[config.mk]
export PLATFORM = sky130hd
export DESIGN_NAME = seq_divider_unit
export DESIGN_NICKNAME = d
export VERILOG_FILES = /design/src/rtl/seq_divider_unit.sv
export SDC_FILE = /design/constraint.sdc
export NUM_CORES = 1
export LEC_CHECK = 0
export CORE_MARGIN = 1
export CORE_UTILIZATION = 45
export CTS_CLUSTER_SIZE = 16
export DETAILED_ROUTE_END_ITERATION = 8
export PLACE_DENSITY_LB_ADDON = 0.3
export SYNTH_ARGS = -nofsm -noshare
export SYNTH_HDL_FRONTEND = slang
export SYNTH_SLANG_ARGS = --single-unit
[constraint.sdc]
create_clock -name clk -period 7.9 [get_ports clk]
set_input_delay 1.58 -clock clk [delete_from_list [all_inputs] [get_ports clk]]
set_output_delay 1.58 -clock clk [all_outputs]
set_load 0.05 [all_outputs]
[src/rtl/seq_divider_unit.sv]
// seq_divider_unit: unsigned restoring divider, one quotient bit per clock.
// Level start/done handshake: the result is held in DONE until start_division drops.
// Optional build macro SEQ_DIV_ZERO_FLAG_EN adds the div_by_zero output.

module seq_divider_unit #(
  parameter int unsigned DATA_WIDTH = 32
) (
  input  logic                  clk,
  input  logic                  reset,
  input  logic                  start_division,
  input  logic [DATA_WIDTH-1:0] dividend,
  input  logic [DATA_WIDTH-1:0] divisor,
  output logic [DATA_WIDTH-1:0] quotient,
  output logic [DATA_WIDTH-1:0] remainder,
  output logic                  division_active,
  output logic                  division_done
`ifdef SEQ_DIV_ZERO_FLAG_EN
  ,
  output logic                  div_by_zero
`endif
);

  localparam int unsigned CntW = $clog2(DATA_WIDTH + 1);

  typedef enum logic [1:0] {StIdle, StRun, StDone} state_e;

  state_e                state_q, state_d;
  // Dividend shifts out at the top while quotient bits shift in at the bottom.
  logic [DATA_WIDTH-1:0] dvd_q, dvd_d;
  logic [DATA_WIDTH-1:0] dvs_q, dvs_d;
  logic [DATA_WIDTH-1:0] part_q, part_d;
  logic [CntW-1:0]       cnt_q, cnt_d;
  logic [DATA_WIDTH-1:0] quotient_q, quotient_d;
  logic [DATA_WIDTH-1:0] remainder_q, remainder_d;

  // One restoring step: the (DATA_WIDTH+1)-bit shifted partial vs. the divisor.
  logic [DATA_WIDTH:0]   shifted;
  logic [DATA_WIDTH:0]   trial;
  logic                  ge;
  logic [DATA_WIDTH-1:0] part_next;
  logic [DATA_WIDTH-1:0] dvd_next;

  // Datapath for a single iteration.
  always_comb begin
    shifted   = {part_q, dvd_q[DATA_WIDTH-1]};
    trial     = shifted - {1'b0, dvs_q};
    ge        = (shifted >= {1'b0, dvs_q});
    part_next = ge ? DATA_WIDTH'(trial) : DATA_WIDTH'(shifted);
    dvd_next  = {dvd_q[DATA_WIDTH-2:0], ge};
  end

  // Next-state and result-load logic.
  always_comb begin
    state_d     = state_q;
    dvd_d       = dvd_q;
    dvs_d       = dvs_q;
    part_d      = part_q;
    cnt_d       = cnt_q;
    quotient_d  = quotient_q;
    remainder_d = remainder_q;
    unique case (state_q)
      StIdle: begin
        if (start_division) begin
          dvd_d  = dividend;
          dvs_d  = divisor;
          part_d = '0;
          if (divisor == '0) begin
            // No iterations needed: fixed all-ones quotient, dividend as remainder.
            quotient_d  = '1;
            remainder_d = dividend;
            cnt_d       = '0;
            state_d     = StDone;
          end else begin
            cnt_d   = CntW'(DATA_WIDTH);
            state_d = StRun;
          end
        end
      end
      StRun: begin
        dvd_d  = dvd_next;
        part_d = part_next;
        cnt_d  = cnt_q - CntW'(1);
        if (cnt_q == CntW'(1)) begin
          quotient_d  = dvd_next;
          remainder_d = part_next;
          state_d     = StDone;
        end
      end
      StDone: begin
        if (!start_division) state_d = StIdle;
      end
      default: state_d = StIdle;
    endcase
  end

  // State and datapath registers with synchronous reset.
  always_ff @(posedge clk) begin
    if (reset) begin
      state_q     <= StIdle;
      dvd_q       <= '0;
      dvs_q       <= '0;
      part_q      <= '0;
      cnt_q       <= '0;
      quotient_q  <= '0;
      remainder_q <= '0;
    end else begin
      state_q     <= state_d;
      dvd_q       <= dvd_d;
      dvs_q       <= dvs_d;
      part_q      <= part_d;
      cnt_q       <= cnt_d;
      quotient_q  <= quotient_d;
      remainder_q <= remainder_d;
    end
  end

  assign quotient        = quotient_q;
  assign remainder       = remainder_q;
  assign division_active = (state_q == StRun);
  assign division_done   = (state_q == StDone);

`ifdef SEQ_DIV_ZERO_FLAG_EN
  logic dbz_q;

  // Flag tracks DONE entered through the zero-divisor path.
  always_ff @(posedge clk) begin
    if (reset) begin
      dbz_q <= 1'b0;
    end else if (state_q == StIdle && start_division && divisor == '0) begin
      dbz_q <= 1'b1;
    end else if (state_q == StDone && !start_division) begin
      dbz_q <= 1'b0;
    end
  end

  assign div_by_zero = dbz_q;
`else
  // No flag output; the zero-divisor result path above is identical in this build.
`endif

endmodule

# == Yosys cells after proc, flatten, opt, wreduce, memory -nomap -nowiden ==
# Index checks and enable logic that the tools add are counted.
# word_totals
inputBits,67
regBits,168
out_inout_bits,66
# op_classes
addsub,2
reduce_logical,7
n_mux,21
eq_ne,7
n_lt_le_gt_ge,1
# ops
op,n
$mux 32,9
$pmux 32 s2,4
$ge 33x32->1,1
$logic_not 32->1,1
$sub 32x32->32,1
$mux 6,2
$pmux 6 s2,1
$mux 2,4
$eq 6x1->1 const B,1
$ne 2x2->1 const B,3
$pmux 2 s3,1
$sub 6x1->6 const B,1
$reduce_and 2->1,2
$reduce_and 4->1,1
$reduce_and 3->1,1
$eq 2x1->1 const B,1
$eq 2x2->1 const B,1
$logic_not 2->1,1
$ne 2x1->1 const B,1
$reduce_bool 2->1,1

# == Longest topological paths before layout ==
# logic_depth
ltp_word,4
ltp_mapped,12
mapped_depth_nobuf,12

# == Worst setup path after synthesis ==
# OpenSTA, ideal clock, no wires.
# synth_path
kind,input -> register
start,input port divisor[24]
end,"register remainder_q[5], in the netlist remainder[5]"
path_buffers,2
path_stages,8
t_arrival_ps,3015
path_slack_ps,4815
setup_ps,70
path_cell_list,nor4_1 > nand4_1 > o21bai_1 > o21a_1 > buf_2 > buf_1 > o311ai_0 > a21oi_1
# synth_between
elab_chain_len,3
# synth_lines
item,line_no,source
from (decl),12,"input logic [DATA_WIDTH-1:0] divisor,"
$logic_not 32->1,67,if (divisor == '0) begin
$ne 2x2->1 (no source line),n/a,
$reduce_and 4->1 (no source line),n/a,
to (signal assigned),113,remainder_q <= remainder_d;
to (decl),34,"logic [DATA_WIDTH-1:0] remainder_q, remainder_d;"
# No other way between the ends.
# A chain may end at the register's enable or synchronous reset.

# == Worst setup path in the final report ==
# layout_path
start,input port divisor[0]
end,"register remainder_q[24], in the netlist remainder[24]"
# The elaborated chain is that of the path after synthesis.

==> summary.txt <==
Timing
  – FMAX: 0.2021 GHz
  – Final setup fails: 0
  – Period utilisation layout: 0.6263
  – Max Slew Vio Count: 0
  – Worst Tran Pin Value: 1130 ps
  – Fin crit period: 4947 ps
  – Final setup TNS: 0 ps
  – RSZ-0062 raised after global routing: no
  – Final Skew: 12.49 ps
  – Slew HR: 0.2408
  – Final Hold Vio Count: 0

Layout
  – ANT cells: 0
  – Finished Layout Cells: 1531
  – Final nets: 1355
  – Core Util, Final: 0.5621
  – Final cell area excluding filler cells: 0.01105 mm^2
  – Share of layout cells above drive strength 1: 0.05608
  – Synthesis-to-layout area growth: 21.51%

CTS
  – CTS Sinks: 168
  – Clock latency on the worst-skew pair: 430 ps
  – CTS tree: built
  – H-Tree Depth: 4
  – CTS Hold Buffers Added: 0
  – Clock transition at path regs: 70 ps
  – Resized cells post-CTS: 0
  – Post-CTS Setup Repair Bufs: 0
  – CTS Buf Count: 17
  – Root Buffer: clkbuf_16
  – Maximum clock insertion buffer count: 2

Global route
  – Met3 usage: 0.03907
  – Pin count of the biggest net entering global routing: 103
  – First-pass GRT wire length: 40680 um
  – M1 GR Usage: 0.3772
  – GRT Overall Usage: 0.2504
  – Met2 usage: 0.3666
  – Initial antenna violation count: 0
  – Vias in the first global route: 7653
  – GR peak layer: met1
  – Grt ovf: 0

Run
  – Max cap viols: 0

Pwr
  – PwrDens: 482.3 mW/mm^2
  – Leak pwr: 0.004123 uW
  – Peak supply drop: 232.8 uV

Route
  – TritonRoute pass-1 iters: 5
  – ANT nets after route: 0
  – # DRC: 0
  – Routed len/inst: 16.93 um
  – Drt initial violations: 822
  – Via density: 5.794
  – Detailed Route WL: 25930 um
  – DR vias: 8870

Logic synthesis
  – Cell taking the most area after synthesis: dfxtp_1
  – Synth Warn #: 0
  – Yosys reg bits: 168
  – Most frequent cell after synthesis: nand2_1
  – Post-synth EDFFs: 0
  – FFs w/ async S/R, synth: 0
  – Top cells by area, synth: dfxtp_1 37%, nand2_1 8.4%, a21oi_1 7.0%
  – Cell area after synthesis: 0.009091 mm^2
  – Avg Cell Area, Syn: 7.672 um^2
  – Top cell type's share of synthesized area: 0.3699
  – Netlist cell types: 74
  – Commonest register cell after synthesis: dfxtp_1
  – Syn Nets: 1287
  – Commonest cells in the netlist: 203 x nand2_1, 168 x dfxtp_1, 128 x a21oi_1
  – Cell count after synthesis: 1185
  – Post-synthesis sequential area ratio: 0.3699

Critical path
  – Worst setup endpoint: remainder[24]
  – Worst R2R End: remainder[20]
  – Critical Path RT: 8220 ps
  – Crit Path Class: primary input to flop
  – Critical path origin: divisor[0]
  – Worst setup EP type: flop
  – WP data arrival: 5270 ps
  – Reg2reg path depth: 9
  – Critical Path Fanout Max: 55
  – Startpoint Class: primary input
  – Worst R2R Start: part_q[29]
  – Reg-to-reg slack, setup: 4250 ps

Die
  – Core ar.: 0.01965 mm^2
  – Rows: 51
  – Starting Density: 0.4626
  – DIE AREA: 0.02077 mm^2
  – I/O pins: 133
  – Die Ht: 144.1 um
  – Die Span X: 144.1 um

Placed design
  – Sum of net half-perimeters after detailed placement: 18260 um
  – Gpl congestion: 0.9151
  – Placed Area: 0.01045 mm^2
  – Post-placement cell count: 1499
  – Number of buffers added on ports: 132

Run status
  – Status: complete, no violations

Hold path
  – Hold WC Path Type: flop to flop
==> sequential cells by signal (all words and copies together) (netlist names) <==
register / flops
quotient: 32
dvs_q: 32
dvd_q: 32
cnt_q: 6
state_q: 2
remainder: 32
part_q: 32
==> kinds of logic after synthesis <==
| kind of cell | count (synthesis) | synth area share |
|---|---|---|
| simple gates | 451 | 0.2205 |
| mux | 6 | 0.007019 |
| xor+xnor | 22 | 0.02119 |
| compound gates | 362 | 0.2700 |
| buf+inv | 141 | 0.06234 |
| fa+ha+maj | 35 | 0.04900 |
| flops | 168 | 0.3699 |
==> per-stage QoR <==
stage / hold WS (ps) / setup slack, ps / power [uW]
after global placement: 441.4 / 2591 / 4376
after CTS: 455.4 / 2988 / 5270
after detailed placement: 445.8 / 2557 / 4410
final: 453.7 / 2953 / 5328
after floorplan: 430.4 / 4815 / 3641
after global routing: 471.2 / 2698 / 5670
==> critical path, stage by stage <==
cell             delay, ps
clkdlybuf4s50_1        420
nor4_1                 800
nand4_1                270
o21bai_1               420
o21a_2                 700
buf_4                  560
o21ai_0                170
a221oi_1               310
==> layout make-up <==
type	count	area (um^2)
Clock inverter	15	176.4
Tap cell	265	331.6
Sequential cell	168	3363
Clock buffer	17	425.4
Timing Repair Buffer	141	1386
Inverter	49	183.9
Fill cell	1867	8607
Multi-Input combinational cell	876	5180
==> layer usage <==
metal | vias to the layer above | part of all wire
met2 | 344 | 0.43
li1 | 4376 | -
met4 | 0 | 0.014
met1 | 4129 | 0.48
met5 | - | 0
met3 | 21 | 0.075
==> cell usage in the layout (no fill, tap or decap), types with 5 or more instances in the layout <==
cell type,instances
and3_1,20
inv_8,5
buf_4,10
inv_1,49
nand4_1,13
xor2_1,6
o311ai_1,11
nand2_1,202
o211ai_1,8
nand3_1,14
o41ai_1,8
nor3_1,26
a21o_1,9
dfxtp_1,168
o21ai_0,48
o21bai_1,8
a31oi_1,7
nor2_1,115
nor2b_1,5
a32oi_1,6
a21oi_1,128
or3_1,6
o21a_1,9
nand2b_1,19
ha_1,34
clkdlybuf4s50_1,131
nand3b_1,6
a311oi_1,33
a211oi_1,46
xnor2_1,16
clkbuf_16,17
nor4_1,9
==> power by group <==
group / switching, uW / internal, uW
Clock: 394 / 454
Combinational: 2150 / 1160
Sequential: 138 / 1030
==> worst min path at each step <==
stage | startpoint | end | slack, ps | depth (start not counted)
floorplan | part_q[16] | part_q[16] | 430 | 2
global route | dvs_q[3] | dvs_q[3] | 470 | 2
finish | remainder[15] | remainder[15] | 450 | 2
detailed placement | remainder[1] | remainder[1] | 450 | 2
global placement | remainder[15] | remainder[15] | 440 | 2
CTS | remainder[15] | remainder[15] | 460 | 2
Power figures use the tool's default switching activity.
